[src/rtl/mem_burst_ctrl.sv]
// mem_burst_ctrl: byte-serial RAM controller arbitrating instruction fetch against data loads/stores.
// Latency: reads take N+1 busy cycles then one ack cycle; stores take N cycles (plus IO stalls) then ack.
// Backpressure: rdy=0 freezes all state; io_buffer_full stalls IO-region stores. Optional if_flush under MEMCTRL_IF_FLUSH_EN.
module mem_burst_ctrl #(
    parameter int         ADDR_W        = 32,
    parameter int         IF_LINE_BYTES = 4,
    parameter int         STARVE_LIMIT  = 4,
    parameter logic [1:0] IO_SEL_HI     = 2'b11
) (
    input  logic                       clk,
    input  logic                       rst_n,
    input  logic                       rdy,
    input  logic                       io_buffer_full,
    input  logic [7:0]                 mem_din,
    output logic                       mem_wr,
    output logic [ADDR_W-1:0]          mem_a,
    output logic [7:0]                 mem_dout,
    input  logic                       if_req,
    input  logic [ADDR_W-1:0]          if_addr,
`ifdef MEMCTRL_IF_FLUSH_EN
    input  logic                       if_flush,
`endif
    output logic                       if_ack,
    output logic [8*IF_LINE_BYTES-1:0] if_data,
    input  logic                       dc_req,
    input  logic                       dc_we,
    input  logic [1:0]                 dc_len,
    input  logic [ADDR_W-1:0]          dc_addr,
    input  logic [31:0]                dc_wdata,
    output logic                       dc_ack,
    output logic [31:0]                dc_rdata
);
    localparam int CW = $clog2(IF_LINE_BYTES) + 1;
    localparam int IW = CW - 1;

    typedef enum logic [2:0] {IDLE, IF_RD, DC_RD, DC_WR, ACK} state_t;

    state_t            state, state_nxt;
    logic [CW-1:0]     cnt;
    logic [CW-1:0]     len_n;
    logic [ADDR_W-1:0] base;
    logic [31:0]       wdata;
    logic              is_dc;
    logic [3:0]        starve;
    logic [7:0]        line [IF_LINE_BYTES];

    logic              flush;
    logic              gnt_dc;
    logic              gnt_if;
    logic              cnt_inc;
    logic              cap;
    logic              io_stall;
    logic              rd_state;
    logic [CW-1:0]     rd_idx;
    logic [IW-1:0]     cap_idx;
    logic [CW-1:0]     dc_n;

`ifdef MEMCTRL_IF_FLUSH_EN
    assign flush = if_flush;
`else
    assign flush = 1'b0;
`endif

    assign io_stall = (base[17:16] == IO_SEL_HI) && io_buffer_full;
    assign rd_state = (state == IF_RD) || (state == DC_RD);
    // On the final read cycle (cnt == N) the address holds at the last byte.
    assign rd_idx   = (cnt == len_n) ? cnt - CW'(1) : cnt;
    assign cap_idx  = IW'(cnt - CW'(1));

    always_comb begin
        case (dc_len)
            2'b00:   dc_n = CW'(1);
            2'b01:   dc_n = CW'(2);
            default: dc_n = CW'(4);
        endcase
    end

    always_comb begin
        state_nxt = state;
        gnt_dc    = 1'b0;
        gnt_if    = 1'b0;
        cnt_inc   = 1'b0;
        cap       = 1'b0;
        case (state)
            IDLE: begin
                if (dc_req && ((starve < 4'(STARVE_LIMIT)) || !if_req)) begin
                    gnt_dc    = 1'b1;
                    state_nxt = dc_we ? DC_WR : DC_RD;
                end else if (if_req && !flush) begin
                    gnt_if    = 1'b1;
                    state_nxt = IF_RD;
                end
            end
            IF_RD, DC_RD: begin
                if ((state == IF_RD) && flush) begin
                    state_nxt = IDLE;
                end else begin
                    cap = (cnt != '0);
                    if (cnt == len_n) begin
                        state_nxt = ACK;
                    end else begin
                        cnt_inc = 1'b1;
                    end
                end
            end
            DC_WR: begin
                if (!io_stall) begin
                    if (cnt == len_n - CW'(1)) begin
                        state_nxt = ACK;
                    end else begin
                        cnt_inc = 1'b1;
                    end
                end
            end
            ACK: begin
                state_nxt = IDLE;
            end
            default: begin
                state_nxt = IDLE;
            end
        endcase
    end

    always_ff @(posedge clk or negedge rst_n) begin
        if (!rst_n) begin
            state <= IDLE;
        end else if (rdy) begin
            state <= state_nxt;
        end
    end

    always_ff @(posedge clk or negedge rst_n) begin
        if (!rst_n) begin
            cnt    <= '0;
            len_n  <= '0;
            base   <= '0;
            wdata  <= '0;
            is_dc  <= 1'b0;
            starve <= '0;
            for (int k = 0; k < IF_LINE_BYTES; k++) begin
                line[k] <= '0;
            end
        end else if (rdy) begin
            if (gnt_dc || gnt_if) begin
                cnt   <= '0;
                base  <= gnt_dc ? dc_addr : if_addr;
                len_n <= gnt_dc ? dc_n : CW'(IF_LINE_BYTES);
                wdata <= gnt_dc ? dc_wdata : '0;
                is_dc <= gnt_dc;
                // Clearing the buffer makes unread bytes of a short load read as zero.
                for (int k = 0; k < IF_LINE_BYTES; k++) begin
                    line[k] <= '0;
                end
                starve <= (gnt_dc && if_req) ? starve + 4'd1 : 4'd0;
            end else begin
                if (cnt_inc) begin
                    cnt <= cnt + CW'(1);
                end
                if (cap) begin
                    line[cap_idx] <= mem_din;
                end
            end
        end
    end

    always_comb begin
        mem_wr   = 1'b0;
        mem_a    = '0;
        mem_dout = '0;
        if (rd_state) begin
            mem_a = base + ADDR_W'(rd_idx);
        end else if (state == DC_WR) begin
            mem_a    = base + ADDR_W'(cnt);
            mem_dout = wdata[{cnt[1:0], 3'b000} +: 8];
            mem_wr   = rdy && !io_stall;
        end
    end

    assign if_ack   = (state == ACK) && !is_dc;
    assign dc_ack   = (state == ACK) && is_dc;
    assign dc_rdata = {line[3], line[2], line[1], line[0]};

    for (genvar k = 0; k < IF_LINE_BYTES; k++) begin : g_if_data
        assign if_data[8*k +: 8] = line[k];
    end

endmodule

[config.mk]
export PLATFORM = sky130hd
export DESIGN_NAME = mem_burst_ctrl
export DESIGN_NICKNAME = d
export VERILOG_FILES = /design/src/rtl/mem_burst_ctrl.sv
export SDC_FILE = /design/constraint.sdc
export NUM_CORES = 1
export LEC_CHECK = 0
export CAP_MARGIN = 30
export CORE_ASPECT_RATIO = 0.9
export CORE_UTILIZATION = 43
export DETAILED_ROUTE_END_ITERATION = 12
export HOLD_SLACK_MARGIN = 0.1
export PLACE_DENSITY = 0.9
export SYNTH_ARGS = -nofsm -noshare
export SYNTH_HDL_FRONTEND = slang
export SYNTH_SLANG_ARGS = --single-unit
export TNS_END_PERCENT = 20
[constraint.sdc]
create_clock -name clk -period 3.4 [get_ports clk]
set_clock_uncertainty 0.1 [all_clocks]
set_input_delay 0.34 -clock clk [delete_from_list [all_inputs] [get_ports clk]]
set_output_delay 0.34 -clock clk [all_outputs]
set_load 0.02 [all_outputs]
==> results by group, run 1 <==
Status
  • Status: complete, but fails checks
  • Failing checks: setup timing

Floorplan
  • Core area: 15,700 um^2
  • Core Rows: 43
  • Height of the chip: 123 um
  • Die area: 16,800 um^2
  • Chip width: 137 um
  • Num ports: 220
  • Initial Util: 0.448

Global route
  • First-pass GRT wire length: 34,600 um
  • GRT Total Usage: 0.271
  • GR Overflow Total: 0
  • Largest net degree at the start of global routing: 61
  • Initial antenna violation count: 0
  • Vias in the first global route: 6,708

Synthesis
  • Ys flop type: dfrtp_1
  • Area contributors post-synth: dfrtp_1 39%, nand2_1 6.9%, mux2i_1 5.0%, a22o_1 4.5%, o21ai_0 3.8%
  • Mean Syn Cell Area: 9.14 um^2
  • Cell area after synthesis: 7020 um^2
  • Syn_nets: 897
  • Unique cell type count in the Yosys netlist: 74
  • Synth top area share: 0.392
  • Sequential fraction of the synthesis area: 0.392
  • Number of synthesized flops with an enable pin: 0
  • Cell taking the most area after synthesis: dfrtp_1
  • Seq cells post-synth: 110
  • Fraction of registers with async set/reset: 1.00
  • Synthesis Warnings: 0
  • Post-Synthesis Cells: 768

Final layout
  • Area delta synth->final: 43.1%
  • # fillers: 1,276
  • Diodes inserted: 0
  • Fin util: 0.642
  • Layout cell share with drive strength beyond 1: 0.187
  • Nets: 1,119

Critical path
  • Critical path type: flip-flop to output pin
  • CP Capture Type: output pin
  • Slowest cell on the critical path: a2111o_1
  • Flop-to-flop setup slack: 0.93 ns
  • R2R cell count: 6
  • Crit Path Max Fanout: 4
  • Crit-path max cell delay: 0.42 ns
  • Startpoint Class: flip-flop
  • Data required, critical path: 2.96 ns
  • Critical path arrival: 3.44 ns
  • Cell chain of the critical path: xor2_2, nor3_4, xnor2_1, ha_2, inv_2, fa_2, nand2b_4, a2111o_1, nor2_2, a22oi_2, o41ai_4, buf_4
  • Reg2reg start: state[1]$_DFFE_PN0P_
  • Reg2reg end: len_n[0]$_DFFE_PN0P_

STA
  • Slew @ Worst Pin: 0.897 ns
  • Max-slew violations: 0
  • Fin crit period: 3.88 ns
  • Total Negative Setup Slacks: -6.71 ns
  • Fmax: 258 MHz
  • Period utilisation layout: 1.14
  • Slew headroom: 0.396
  • Final worst setup slack: -0.482 ns
  • RSZ-0062 raised after global routing: true
  • # setup viols final: 27
  • Final hold vios: 0

Place
  • Pre-CTS WS: -0.551 ns
  • Port bufs: 219
  • Global placer's final weighted congestion: 1.02
  • Dpl hpwl: 16,800 um

Clock network
  • Worst skew pair latency: 0.37 ns
  • Clock transition at the registers of the reported paths: 0.08 ns
  • Num CTS Buffers: 9
  • CTS Sinks: 110
  • CTS max path bufs: 2
  • Clock root cell: clkbuf_16
  • CTS tree: done
  • H-tree depth: 3

Power
  • Worst vdd ir: 0.524 mV
  • Cell Pwr Density: 930 nW/um^2
  • Leak pwr: 4.62 nW

Min path
  • Hold_sp: wdata[30]$_DFFE_PN0P_
  • Hold depth: 2
  • Worst Hold Class: flip-flop to flip-flop
  • WHS Endpoint: wdata[30]$_DFFE_PN0P_

Route
  • Post-route ant nets: 0
  • Vias per cell: 5.73
  • Vias: 6,855
  • Initial DRC Count: 616
  • Avg WL per Cell: 18.8 um
  • DRC errors left: 0
  • WL final: 22,500 um
  • Total iterations of the first detailed-routing run: 5

Job
  • Max Cap Viol: 0
synth_stat cells (4+ instances only):
| cell | instances |
|---|---|
| nand2_1 | 129 |
| dfrtp_1 | 110 |
| o21ai_0 | 53 |
| nand3_1 | 49 |
| a22o_1 | 36 |
| mux2i_1 | 35 |
| clkbuf_1 | 34 |
| buf_4 | 33 |
| a21oi_1 | 31 |
| inv_1 | 23 |
| nor2_1 | 17 |
| a31oi_1 | 16 |
| and2_1 | 15 |
| ha_1 | 14 |
| o21ai_1 | 12 |
| buf_2 | 11 |
| xor2_1 | 11 |
| mux4_2 | 8 |
| nand4_1 | 8 |
| o22ai_1 | 8 |
| nand2b_1 | 6 |
| nor3_1 | 6 |
| o21a_1 | 6 |
| buf_6 | 5 |
| o211ai_1 | 5 |
| o31ai_1 | 5 |
| a21o_1 | 4 |
| and3_1 | 4 |
| nand4_2 | 4 |
| nor4_1 | 4 |
| o221ai_1 | 4 |
| o311ai_1 | 4 |
kinds of logic (layout without fill, tap and decap cells):
kind of cell / Yosys count / after routing / synth area share
flops: 110 / 110 / 0.392
simple gates: 267 / 267 / 0.193
xor+xnor: 13 / 13 / 0.0182
buf+inv: 109 / 336 / 0.0833
fa+ha+maj: 16 / 16 / 0.0307
mux: 45 / 45 / 0.0788
compound gates: 208 / 208 / 0.204
worst max-delay path, delay by kind of cell, from the launching register on:
family	cells	cell delay, ns
simple gates	3	0.59
buf+inv	2	0.23
xor+xnor	2	0.37
fa+ha+maj	2	0.57
compound gates	3	0.90
flops	1	0.41
area by class of cell:
cell class                 count  area, um^2  area share
multi-input combinational    549        3900       0.389
timing repair buffer         297        2740       0.273
sequential                   110        2750       0.274
clock buffer                   9         225      0.0224
clock inverter                 7        81.3     0.00810
inverter                      23        86.3     0.00859
tap                          202         253      0.0252
cell usage in the layout, fill, tap and decap left out, types with 9 or more instances in the layout:
cell type        instances
xor2_1                   9
o21ai_0                 42
dfrtp_1                109
nor2_1                  16
a22o_1                  35
ha_1                    13
o21ai_1                 17
nand3_1                 49
buf_4                   91
mux2i_1                 34
nand2_1                127
clkbuf_16                9
clkdlybuf4s50_1        187
a31oi_1                 15
and2_1                  15
a21oi_1                 27
inv_1                   22
sequential cells by signal, indices dropped and copies added, names as in the netlist:
signal    cells
base         32
cnt           3
dc_rdata     32
is_dc         1
len_n         3
starve        4
state         3
wdata        32
worst max path at each step:
stage                              start   endpoint  slack (ns)  cells after the start
detailed placement  len_n[0]$_DFFE_PN0P_  mem_a[20]       -0.55                     12
global placement    len_n[0]$_DFFE_PN0P_  mem_a[20]       -0.44                     12
floorplan             cnt[0]$_DFFE_PN0P_  mem_a[13]      -0.009                     11
CTS                 len_n[1]$_DFFE_PN0P_  mem_a[20]       -0.46                     12
global route        len_n[0]$_DFFE_PN0P_  mem_a[20]       -0.58                     12
finish              len_n[0]$_DFFE_PN0P_  mem_a[20]       -0.48                     12
metrics by stage:
stage          power (W)  hold slack [ns]  instances  cell area [um^2]
2_1_floorplan    0.00573          -0.0556        768              7120
3_3_place_gp     0.00777            0.308       1172              9580
3_5_place_dp     0.00792            0.311       1172              9580
4_1_cts          0.00902            0.372       1192              9930
5_1_grt          0.00989            0.395       1197             10000
6_report         0.00934            0.374       1197             10000
where the power goes:
group          leakage, nW  internal [W]  switching [W]
registers             1.43       0.00181       0.000662
logic                 3.04       0.00264        0.00314
clock network        0.150      0.000528       0.000564
what timing repair did:
item,in CTS,in global routing
pin swaps,9,14
setup buffers,3,5
endpoints found under the setup margin,30,31
gates resized for setup,102,52
hold buffers,1,0
hold endpoints to repair,49,0
metal layers:
metal	track usage	share of wire
met1	0.366	0.44
met2	0.429	0.46
met3	0.0570	0.070
met4	0.101	0.028
met5	0	0
(Power assumes the default switching activity.)
==> run 2: changes to the inputs <==
- SLEW_MARGIN: unset -> 15
==> results of run 2 <==
No change in the layout: final DEF, timing and power equal those of run 1.
==> run 3: changes to the inputs <==
--- a/config.mk
+++ b/config.mk
@@ -13,2 +13,3 @@
 export PLACE_DENSITY = 0.9
+export SKIP_CTS_REPAIR_TIMING = 1
 export SLEW_MARGIN = 15
--- a/constraint.sdc
+++ b/constraint.sdc
@@ -4,2 +4,2 @@
 set_output_delay 0.34 -clock clk [all_outputs]
-set_load 0.02 [all_outputs]
+set_load 0.1 [all_outputs]
==> run 3 against run 2 <==
Compared with the run above: the run still ends with setup timing left; cell count is 3.0% lower; critical path depth stayed put; core utilization is 1.0 points higher; via count is 1.5% lower; worst hold slack worse by 0.0093 ns; die area stayed put; register-to-register slack hardly changed; sequential share of layout area is 0.44 points lower; routed wire length is 4.1% lower; sequential cell count stayed put.
==> results by group, run 3 (synthesis results as in run 1) <==
Status
  • Status: complete, but fails checks
  • Failing checks: setup timing

STA
  • Slew @ Worst Pin: 0.989 ns (+0.0918 ns)
  • Fin crit period: 3.88 ns (-0.00343 ns)
  • RSZ-0062 raised after global routing: true
  • # setup viols final: 27 (unchanged)
  • Hold slack: 0.365 ns (-0.00933 ns)
  • Final worst setup slack: -0.479 ns (+0.00343 ns)
  • Total Negative Setup Slacks: -6.77 ns (-0.0543 ns)
  • Final hold vios: 0 (unchanged)
  • Slew headroom: 0.339 (-0.0578)
  • Fmax: 258 MHz (about the same)
  • Max-slew violations: 0 (unchanged)
  • Period utilisation layout: 1.14 (about the same)

Route
  • Vias: 6,753 (-1.5%)
  • WL final: 21,500 um (-4.1%)
  • Total iterations of the first detailed-routing run: 8 (+3)
  • Initial DRC Count: 539 (-13%)
  • Vias per cell: 5.82 (+1.6%)
  • Avg WL per Cell: 18.5 um (-1.1%)
  • DRC errors left: 0 (unchanged)
  • Post-route ant nets: 0 (unchanged)

Floorplan
  • Die area: 16,800 um^2 (unchanged)
  • Initial Util: 0.448 (unchanged)
  • Chip width: 137 um (unchanged)
  • Num ports: 220 (unchanged)
  • Core area: 15,700 um^2 (unchanged)
  • Core Rows: 43 (unchanged)
  • Height of the chip: 123 um (unchanged)

Critical path
  • Flop-to-flop setup slack: 0.93 ns (about the same)
  • Data required, critical path: 2.96 ns (about the same)
  • Slowest cell on the critical path: dfrtp_1
  • WP buf/inv: 2 (unchanged)
  • CP delay by family, top: compound AO/OA/AOI/OAI gates
  • Critical path arrival: 3.44 ns (about the same)
  • R2R cell count: 6 (unchanged)
  • Startpoint Class: flip-flop
  • Reg2reg start: state[0]$_DFFE_PN0P_
  • Setup crit start: cnt[1]$_DFFE_PN0P_
  • Crit-path max cell delay: 0.42 ns (about the same)
  • Reg2reg end: cnt[1]$_DFFE_PN0P_
  • Crit Path Max Fanout: 4 (unchanged)
  • CP Capture Type: output pin
  • Cell chain of the critical path: xor2_2, nor3_4, xnor2_1, ha_2, inv_2, fa_2, nand2b_4, a2111o_1, nor2_2, a22oi_2, o41ai_4, buf_12
  • Critical path type: flip-flop to output pin

Place
  • Global placer's final weighted congestion: 0.997 (-2.1%)
  • # placed instances: 1,144 (-2.4%)
  • Dpl hpwl: 16,300 um (-2.8%)
  • Port bufs: 219 (unchanged)

Global route
  • GR Overflow Total: 0 (unchanged)
  • Largest net degree at the start of global routing: 62 (+1.6%)
  • Initial antenna violation count: 0 (unchanged)
  • GRT Total Usage: 0.259 (-0.0124)
  • First-pass GRT wire length: 33,200 um (-3.9%)
  • Vias in the first global route: 6,342 (-5.5%)

Final layout
  • Area delta synth->final: 45.5%
  • Fin util: 0.652 (+0.0105)
  • Diodes inserted: 0 (unchanged)
  • Nets: 1,083 (-3.2%)
  • Commonest non-fill, non-tap cell in the layout: clkdlybuf4s50_1
  • Layout cell share with drive strength beyond 1: 0.182 (-0.00445)
  • Non-Filler Instances: 1,161 (-3.0%)
  • Most frequent cells in the layout: 175 x clkdlybuf4s50_1, 126 x nand2_1, 109 x dfrtp_1

Min path
  • Hold depth: 2 (unchanged)
  • Hold_sp: wdata[24]$_DFFE_PN0P_
  • WHS Endpoint: wdata[24]$_DFFE_PN0P_
  • Worst Hold Class: flip-flop to flip-flop

Clock network
  • Num CTS Buffers: 9 (unchanged)
  • H-tree depth: 3 (unchanged)
  • CTS tree: done
  • Clock transition at the registers of the reported paths: 0.07 ns (about the same)
  • CTS max path bufs: 2 (unchanged)
  • Worst skew pair latency: 0.35 ns (-0.02 ns)
  • CTS Sinks: 110 (unchanged)
  • Clock root cell: clkbuf_16

Job
  • Max Cap Viol: 0 (unchanged)
==> run 3: stage by stage <==
step	instance area [um^2]	setup WS, ns
2_1_floorplan	7220	-0.707
3_3_place_gp	9780	-0.0547
3_5_place_dp	9780	-0.140
4_1_cts	10100	-0.541
5_1_grt	10200	-0.636
6_report	10200	-0.479
==> run 3: worst max path at each step <==
stage	endpoint	slack (ns)	depth (start not counted)
after global routing	mem_a[30]	-0.64	12
after detailed placement	mem_a[20]	-0.14	12
after global placement	mem_a[20]	-0.05	12
final	mem_a[20]	-0.48	12
after CTS	mem_a[20]	-0.54	12
after floorplan	mem_a[20]	-0.71	11
==> run 3: per-layer routing <==
| layer | vias up | track usage | part of all wire |
|---|---|---|---|
| li1 | 3136 | - | - |
| met1 | 3254 | 0.339 | 0.41 |
| met2 | 322 | 0.418 | 0.48 |
| met3 | 41 | 0.0627 | 0.083 |
| met4 | 0 | 0.0896 | 0.021 |
| met5 | - | 0 | 0 |
==> run 3: tightest hold or removal path, cell delays in order, from the launching register on <==
cell	delay [ns]
dfrtp_1	0.34
nand2_1	0.05
nand2_1	0.04
==> run 3: cell type report <==
class,count,area (um^2)
Sequential cell,110,2750
Clock buffer,9,225
Clock inverter,7,72.6
Fill cell,1247,5450
Inverter,23,86.3
Multi-Input combinational cell,549,4000
Timing Repair Buffer,261,2820
Tap cell,202,253
Power of run 3 is left out: the tool's default activity adds up to more than one toggle a clock period on the data nets, which glitch-free logic cannot reach.
